<file path="config.mk">
export PLATFORM = sky130hd
export DESIGN_NAME = picture_scanner_flat
export DESIGN_NICKNAME = d
export VERILOG_FILES = /design/src/rtl/picture_scanner_if.sv /design/src/rtl/picture_scanner.sv /design/src/flat_wrapper.sv
export SDC_FILE = /design/constraint.sdc
export NUM_CORES = 1
export LEC_CHECK = 0
export CORE_MARGIN = 2
export CORE_UTILIZATION = 35
export CTS_CLUSTER_DIAMETER = 60
export CTS_CLUSTER_SIZE = 28
export DETAILED_ROUTE_END_ITERATION = 6
export MAX_ROUTING_LAYER = met4
export SYNTH_ARGS = -nofsm -noshare
export SYNTH_HDL_FRONTEND = slang
export SYNTH_SLANG_ARGS = --single-unit
</file>
<file path="constraint.sdc">
create_clock -name clk -period 3.6 [get_ports clk]
set_input_delay 0.36 -clock clk [delete_from_list [all_inputs] [get_ports clk]]
set_output_delay 0.36 -clock clk [all_outputs]
set_load 0.05 [all_outputs]
</file>
<file path="src/rtl/picture_scanner_if.sv">
// Pixel stream from the picture scanner to its consumer.
// Valid/ready handshake carrying {R,G,B} plus frame position tags.
interface picture_scanner_if;
  logic        pix_valid;
  logic        pix_ready;
  logic [23:0] pix_data;
  logic        pix_sof;
  logic        pix_eol;
  logic        pix_eof;

  modport master (output pix_valid, pix_data, pix_sof, pix_eol, pix_eof,
                  input  pix_ready);
  modport slave  (input  pix_valid, pix_data, pix_sof, pix_eol, pix_eof,
                  output pix_ready);
endinterface

</file>
<file path="src/rtl/picture_scanner.sv">
// Scans an IMG_W x IMG_H picture out of a synchronous-read memory in raster order.
// Reads are throttled so that reads in flight plus buffered pixels never exceed two.
module picture_scanner #(
  parameter int BASE_ADRS = 1792,
  parameter int IMG_W     = 16,
  parameter int IMG_H     = 16
) (
  input  logic              clk,
  input  logic              resetn,
  input  logic              start,
  input  logic              continuous,
  output logic [10:0]       picture_radrs,
  input  logic [23:0]       picture_data,
  picture_scanner_if.master pix,
  output logic              busy,
  output logic              frame_done
);
  localparam int DATA_W = 24;
  localparam int ADRS_W = 11;
  localparam int NPIX   = IMG_W * IMG_H;
  localparam int CNT_W  = (NPIX > 1) ? $clog2(NPIX) : 1;
  localparam int COL_W  = (IMG_W > 1) ? $clog2(IMG_W) : 1;
  localparam logic [ADRS_W-1:0] BASE_A   = ADRS_W'(BASE_ADRS);
  localparam logic [CNT_W-1:0]  LAST_CNT = CNT_W'(NPIX - 1);
  localparam logic [COL_W-1:0]  LAST_COL = COL_W'(IMG_W - 1);

  typedef enum logic [1:0] {IDLE, FETCH, DRAIN} state_t;
  typedef struct packed {
    logic sof;
    logic eol;
    logic eof;
  } tag_t;

  state_t            state_q;
  logic [CNT_W-1:0]  cnt_q;
  logic [COL_W-1:0]  col_q;
  logic [ADRS_W-1:0] radrs_q;
  logic              inflight_q;
  tag_t              inflight_tag_q;
  logic [1:0]        count_q;
  logic [1:0]        count_d;
  logic              wr_ptr_q;
  logic              rd_ptr_q;
  logic              busy_q;
  logic              done_q;
  logic [DATA_W-1:0] fifo_data_q [2];
  tag_t              fifo_tag_q  [2];

  logic              pop;
  logic              issue;
  logic [2:0]        occ;
  logic [ADRS_W-1:0] issue_adrs;
  tag_t              issue_tag;
  tag_t              head_tag;

  // Occupancy counts the slot freed by this cycle's pop, which keeps one pixel per clk flowing.
  always_comb begin
    pop           = (count_q != 2'd0) && pix.pix_ready;
    occ           = 3'(count_q) + 3'(inflight_q) - 3'(pop);
    issue         = (state_q == FETCH) && (occ < 3'd2);
    issue_adrs    = BASE_A + ADRS_W'(cnt_q);
    issue_tag.sof = (cnt_q == '0);
    issue_tag.eol = (col_q == LAST_COL);
    issue_tag.eof = (cnt_q == LAST_CNT);
    count_d       = count_q + 2'(inflight_q) - 2'(pop);
    head_tag      = fifo_tag_q[rd_ptr_q];
  end

  assign picture_radrs = issue ? issue_adrs : radrs_q;
  assign pix.pix_valid = (count_q != 2'd0);
  assign pix.pix_data  = pix.pix_valid ? fifo_data_q[rd_ptr_q] : '0;
  assign pix.pix_sof   = pix.pix_valid & head_tag.sof;
  assign pix.pix_eol   = pix.pix_valid & head_tag.eol;
  assign pix.pix_eof   = pix.pix_valid & head_tag.eof;
  assign busy          = busy_q;
  assign frame_done    = done_q;

  always_ff @(posedge clk) begin
    if (!resetn) begin
      state_q        <= IDLE;
      cnt_q          <= '0;
      col_q          <= '0;
      radrs_q        <= BASE_A;
      inflight_q     <= 1'b0;
      inflight_tag_q <= '0;
      count_q        <= 2'd0;
      wr_ptr_q       <= 1'b0;
      rd_ptr_q       <= 1'b0;
      busy_q         <= 1'b0;
      done_q         <= 1'b0;
    end else begin
      done_q     <= 1'b0;
      inflight_q <= issue;
      count_q    <= count_d;
      if (issue) begin
        inflight_tag_q <= issue_tag;
        radrs_q        <= issue_adrs;
      end
      if (inflight_q) wr_ptr_q <= ~wr_ptr_q;
      if (pop)        rd_ptr_q <= ~rd_ptr_q;

      unique case (state_q)
        IDLE: begin
          if (start || continuous) begin
            state_q <= FETCH;
            cnt_q   <= '0;
            col_q   <= '0;
            busy_q  <= 1'b1;
          end
        end
        FETCH: begin
          if (issue) begin
            if (cnt_q == LAST_CNT) begin
              state_q <= DRAIN;
            end else begin
              cnt_q <= cnt_q + CNT_W'(1);
              col_q <= (col_q == LAST_COL) ? '0 : col_q + COL_W'(1);
            end
          end
        end
        DRAIN: begin
          // The eof pixel is the last one issued, so its acceptance empties the pipeline.
          if (pop && head_tag.eof) begin
            state_q <= IDLE;
            busy_q  <= 1'b0;
            done_q  <= 1'b1;
          end
        end
        default: state_q <= IDLE;
      endcase
    end
  end

  // Buffered pixel storage holds no control state and needs no reset.
  always_ff @(posedge clk) begin
    if (inflight_q) begin
      fifo_data_q[wr_ptr_q] <= picture_data;
      fifo_tag_q[wr_ptr_q]  <= inflight_tag_q;
    end
  end
endmodule

</file>
<file path="src/flat_wrapper.sv">
// flat-port wrapper written by rule: the top's interface ports become plain ports
module picture_scanner_flat 
#(
  parameter int BASE_ADRS = 1792,
  parameter int IMG_W     = 16,
  parameter int IMG_H     = 16
)
  (clk, resetn, start, continuous, picture_radrs, picture_data, busy, frame_done, pix_pix_valid, pix_pix_data, pix_pix_sof, pix_pix_eol, pix_pix_eof, pix_pix_ready);
  picture_scanner_if pix_i ();
  input  logic clk;
  input  logic resetn;
  input  logic start;
  input  logic continuous;
  output logic [10:0] picture_radrs;
  input  logic [23:0] picture_data;
  output logic busy;
  output logic frame_done;
  output wire logic [$bits(pix_i.pix_valid)-1:0] pix_pix_valid;
  output wire logic [$bits(pix_i.pix_data)-1:0] pix_pix_data;
  output wire logic [$bits(pix_i.pix_sof)-1:0] pix_pix_sof;
  output wire logic [$bits(pix_i.pix_eol)-1:0] pix_pix_eol;
  output wire logic [$bits(pix_i.pix_eof)-1:0] pix_pix_eof;
  input wire logic [$bits(pix_i.pix_ready)-1:0] pix_pix_ready;
  assign pix_pix_valid = pix_i.pix_valid;
  assign pix_pix_data = pix_i.pix_data;
  assign pix_pix_sof = pix_i.pix_sof;
  assign pix_pix_eol = pix_i.pix_eol;
  assign pix_pix_eof = pix_i.pix_eof;
  assign pix_i.pix_ready = pix_pix_ready;
  picture_scanner #(.BASE_ADRS(BASE_ADRS), .IMG_W(IMG_W), .IMG_H(IMG_H)) u_core (.clk(clk), .resetn(resetn), .start(start), .continuous(continuous), .picture_radrs(picture_radrs), .picture_data(picture_data), .pix(pix_i), .busy(busy), .frame_done(frame_done));
endmodule
</file>
# ---- Word-level counts from Yosys, hierarchy flattened
# Memory sizes are Yosys's and may differ from the RTL's. A register that Yosys moved wholly into a read port is not among the register bits.
# Cells that the tools add are included.
dict set report totals {
  out_inout_bits 41
  mem_count 2
  inputBits 29
  regBits 35
  ramBits 54
}
# name words width rd rd_clocked_by_memory_dff wr line
set mem_list {}
lappend mem_list {u_core.fifo_data_q 2 24 1 1 1 picture_scanner.sv:46} ;# logic [DATA_W-1:0] fifo_data_q [2];
lappend mem_list {u_core.fifo_tag_q 2 3 1 1 1 picture_scanner.sv:47} ;# tag_t fifo_tag_q [2];
dict set report classes {
  n_reduce_logical 13
  n_eq_ne 9
  n_lt_le_gt_ge 1
  addsub 7
  mux 26
  bitwise 5
}
# operator n
set op_table {}
lappend op_table {{24-bit 2-to-1 mux} 1}
lappend op_table {{8-bit 2-to-1 mux} 3}
lappend op_table {{4-bit 2-to-1 mux} 4}
lappend op_table {{8-bit case mux with 2 select lines} 1}
lappend op_table {{11-bit 2-to-1 mux} 1}
lappend op_table {{9-bit by 9-bit adder with 10-bit output (first input constant)} 1}
lappend op_table {{1-bit 2-to-1 mux} 9}
lappend op_table {{8-bit by 1-bit adder with 8-bit output (second input constant)} 1}
lappend op_table {{8-bit == test (second input constant)} 1}
lappend op_table {{8-bit zero test} 1}
lappend op_table {{2-bit 2-to-1 mux} 4}
lappend op_table {{2-bit by 1-bit inequality test with 1-bit output (second input constant)} 4}
lappend op_table {{4-bit case mux with 2 select lines} 1}
lappend op_table {{4-bit AND reduction} 2}
lappend op_table {{2-bit case mux with 3 select lines} 1}
lappend op_table {{2-bit nonzero test} 3}
lappend op_table {{4-bit by 1-bit adder with 4-bit output (second input constant)} 1}
lappend op_table {{4-bit == test (second input constant)} 1}
lappend op_table {{2-bit by 1-bit adder with 3-bit output} 1}
lappend op_table {{1-bit AND} 3}
lappend op_table {{1-bit logical AND} 3}
lappend op_table {{3-bit by 2-bit less-than comparator with 1-bit output (second input constant)} 1}
lappend op_table {{3-bit AND reduction} 1}
lappend op_table {{3-bit by 1-bit subtractor with 3-bit output} 1}
lappend op_table {{other kinds (10)} 11}

# ---- Logic depth before layout (Yosys ltp)
dict set report depth {
  depth_word 7
  ltp_mapped 11
  ltp_nobuf 10
}

# ---- Worst setup path after synthesis
# OpenSTA, ideal clock, no wires.
dict set report synth_path {
  path_kind {reg2out}
  startpoint {register u_core.count_q[1]}
  endpoint {output port picture_radrs[10]}
  t_arrival_ns 2.520
  t_required_ns 3.240
  path_stages_with_launch 11
  slack_ns 0.720
  path_cell_list {dfxtp_1 -> o21ai_0 -> inv_1 -> ha_1 -> inv_1 -> ha_1 -> fa_1 -> nor3b_4 -> nand2_1 -> buf_2 -> nand2b_1}
}
dict set report synth_via {
  elab_chain_cells 6
  elab_cells_between_ends 7
  cone_classes {add/sub: 2; order compare: 1; mux: 1; reduce/logical: 3}
}
# element line
set synth_rtl {}
lappend synth_rtl {{start, declared} picture_scanner.sv:40} ;# logic [1:0] count_q;
lappend synth_rtl {{start signal, assigned} picture_scanner.sv:94} ;# count_q <= count_d;
lappend synth_rtl {{2-bit nonzero test} picture_scanner.sv:58} ;# pop = (count_q != 2'd0) && pix.pix_ready;
lappend synth_rtl {{1-bit logical AND} picture_scanner.sv:58}
lappend synth_rtl {{net u_core.pop} picture_scanner.sv:49} ;# logic pop;
lappend synth_rtl {{3-bit by 1-bit subtractor with 3-bit output} picture_scanner.sv:59} ;# occ = 3'(count_q) + 3'(inflight_q) - 3'(pop);
lappend synth_rtl {{3-bit by 2-bit less-than comparator with 1-bit output} picture_scanner.sv:60} ;# issue = (state_q == FETCH) && (occ < 3'd2);
lappend synth_rtl {{1-bit logical AND} picture_scanner.sv:60}
lappend synth_rtl {{11-bit 2-to-1 mux} picture_scanner.sv:69} ;# assign picture_radrs = issue ? issue_adrs : radrs_q;
lappend synth_rtl {{end, declared} flat_wrapper.sv:14} ;# output logic [10:0] picture_radrs;
# The timed path passes the listed nets, and every way through them passes these cells.

# ---- Worst setup path after layout
dict set report layout_path {
  startpoint {register u_core.count_q[1]}
  endpoint {output port picture_radrs[0]}
}
# The elaborated chain is that of the path after synthesis.

==> reports/metrics.yaml <==
regArea_um2: 2340
min_path_cells: 1
yosys.area.top_type: "edfxtp_1"
power_density_nw_per_um2: 675
endpoint: "picture_radrs[0]"
overflow: 0
vias: 2463
clk_latency_ps: 350
crit_buf_inv: 4
skew_ps: 12.1
leakage_nw: 1.79
fillers: 1014
cp_top_family: "adder cells"
syn_area_um2: 3800
ir_worst_vdd_v: 0.000318
dpl_cell_area_um2: 4660
ios: 70
worstHoldPathType: "flip-flop to flip-flop"
total_power_w: 0.00330
maxCapViolCount: 0
finalNetCount: 411
ys_seq_area_frac: 0.616
crit_slowest_cell: "fa_1"
finalSetupViolCount: 0
synth_top_cell_area_share: 0.426
num_rows: 38
multi_input_area_um2: 1350
hold_viol: 0
end_kind: "output port"
finalCriticalPeriod_ps: 3420
fin_crit_sh: 0.951
critical_path_class: "flip-flop to output port"
dp_hpwl_um: 4950
syn-num-nets: 339
crit_path_max_fanout: 11
drive_gt1_frac: 0.147
reg2reg_slack_ps: 820
outcome: "completed"
rr_worst_depth: 11
place_ws_ps: 167
final_cells: 521
first_pass_iters: 4
synth.most_common_cell: "edfxtp_1"
synth-main-ff-cell: "edfxtp_1"
critPathMaxStageDelay_ps: 510
port_buffers: 69
drt_iter0_drc: 124
wl_um: 7440
syn_area_per_cell_um2: 12.5
tritoncts: "yes"
syn_inst: 304
slew_headroom: 0.579
wire_per_inst_um: 14.3
drv_slew: 0
cts_num_sinks: 90
antenna_found_initial: 0
area_delta_synth_final_pct: 28.3
synthTopCellsByCount: "edfxtp_1, dfxtp_1, nor2_1"
fp.dieW_um: 108
grt_pass1_vias: 2332
grt_max_degree: 29
path_cells: "o21ai_2 > inv_1 > ha_1 > inv_1 > ha_1 > fa_1 > nor3b_4 > nand2_1 > buf_4 > mux2_4 > buf_4"
rsz0062_at_grt: "no"
dieArea_um2: 11700
fmax_mhz: 292
grtUsageTotal: 0.135
worst_pin_slew_ps: 632
synth_edf_count: 54
fp.dieH_um: 108
start_util: 0.354
crit_path_start_kind: "flip-flop"
hold_buffers: 0
ctsRootBufferMaster: "clkbuf_8"
ys_seq_elements: 90
cts_inserted_buffers: 9
cts_buffer_depth: 2
ys_async_sr_fraction: 0
via_per_inst: 4.73
reg2reg_from: "u_core.count_q[1]"
drt.antenna.violating_nets: 0
crit_required_ps: 3240
finalSetupTns_ps: 0
startpoint: "u_core.count_q[1]"
synthTopCellsByArea: "edfxtp_1, dfxtp_1, mux2i_1, nor2_1, mux2_4"
r2r_end: "u_core.col_q[1]"
clk_pin_slew_ps: 90
path_depth: 11
ys_warn_count: 0
route.detailed.drc: 0
fin_ws_ps: 177
cts_max_level: 3
dp_cells: 504
synth_cell_types: 48
place.gp.congestion: 0.774
worstPathArrival_ps: 3060
fin_area_um2: 4880
grt_pass1_wl_um: 11900
coreArea_um2: 10700
antennaDiodeCount: 0
[worst min-delay path by stage]
stage	from	end	slack, ps
5_1_grt	u_core.radrs_q[10]	u_core.radrs_q[10]	460
2_1_floorplan	u_core.radrs_q[10]	u_core.radrs_q[10]	410
3_3_place_gp	u_core.radrs_q[10]	u_core.radrs_q[10]	420
6_report	u_core.radrs_q[9]	u_core.radrs_q[9]	440
3_5_place_dp	u_core.radrs_q[9]	u_core.radrs_q[9]	420
4_1_cts	u_core.radrs_q[9]	u_core.radrs_q[9]	450
[layout by cell type, fill, tap and decap left out, types with 2 or more instances in the layout]
| master | synthesis | layout |
|---|---|---|
| and3_1 | 5 | 5 |
| a21boi_0 | 4 | 4 |
| mux2_4 | 8 | 8 |
| a31oi_1 | 4 | 4 |
| buf_4 | 1 | 17 |
| o221a_2 | 2 | 2 |
| dfxtp_1 | 36 | 35 |
| nand4_1 | 3 | 3 |
| inv_6 | 0 | 3 |
| or2_2 | 2 | 2 |
| o21ai_0 | 8 | 7 |
| and2_1 | 13 | 13 |
| nand3_1 | 7 | 7 |
| nor2b_1 | 5 | 5 |
| nand3b_1 | 3 | 3 |
| a21o_1 | 3 | 3 |
| nand2b_1 | 4 | 4 |
| mux2i_1 | 32 | 32 |
| nor3_1 | 3 | 3 |
| nor2_1 | 34 | 32 |
| buf_12 | 0 | 3 |
| o21a_1 | 2 | 2 |
| clkbuf_8 | 0 | 10 |
| nor2_2 | 0 | 2 |
| edfxtp_1 | 54 | 54 |
| nand2_1 | 18 | 18 |
| clkdlybuf4s50_1 | 0 | 58 |
| ha_1 | 5 | 5 |
| inv_1 | 11 | 11 |
[final cells by class]
| cell class | count | area share |
|---|---|---|
| multi-input combinational | 186 | 0.276 |
| inverter | 11 | 0.00846 |
| timing repair buffer | 78 | 0.157 |
| tap | 140 | 0.0359 |
| clock buffer | 10 | 0.0282 |
| sequential | 90 | 0.480 |
| clock inverter | 6 | 0.0143 |
[state kept, by name, summed over array words and instances (netlist names), named ones only]
| signal | cells |
|---|---|
| u_core.cnt_q | 8 |
| u_core.count_q | 2 |
| u_core.inflight_q | 1 |
| u_core.state_q | 2 |
| u_core.inflight_tag_q | 3 |
| u_core.frame_done | 1 |
| u_core.fifo_tag_q | 6 |
| u_core.fifo_data_q | 48 |
| u_core.col_q | 4 |
| u_core.rd_ptr_q | 1 |
| u_core.radrs_q | 11 |
| u_core.busy | 1 |
| u_core.wr_ptr_q | 1 |
[repair_timing]
item / CTS / global route
resized for setup: 1 / 1
pin swaps: 0 / 2
endpoints found under the setup margin: 8 / 8
setup buffers: 0 / 1
[metal layers]
metal / track usage / part of all wire
met3: 0.0313 / 0.052
met2: 0.204 / 0.47
met5: - / 0
met1: 0.181 / 0.47
met4: 0.0412 / 0.0077
[power breakdown]
group	internal [W]	switching, W
Sequential	0.00121	0.0000841
Combinational	0.000467	0.000820
Clock	0.000348	0.000368
[worst reg2reg max path: cells and delay by family, from the launching register on]
kind / cells / cell delay, ps
flops: 1 / 380
compound gates: 2 / 480
fa+ha+maj: 3 / 950
simple gates: 2 / 400
mux: 1 / 230
buf+inv: 3 / 290
[per-stage QoR]
| stage | util | hold WS, ps |
|---|---|---|
| 6_report | 0.454 | 442 |
| 5_1_grt | 0.454 | 458 |
| 4_1_cts | 0.453 | 447 |
| 3_5_place_dp | 0.434 | 425 |
| 3_3_place_gp | 0.434 | 422 |
| 2_1_floorplan | - | 405 |
[logic make-up after synthesis]
family / synth area share
xor+xnor: 0.00460
compound gates: 0.0638
flops: 0.616
simple gates: 0.146
mux: 0.116
fa+ha+maj: 0.0217
buf+inv: 0.0326
Note: power is estimated with default switching activity, not from simulation.
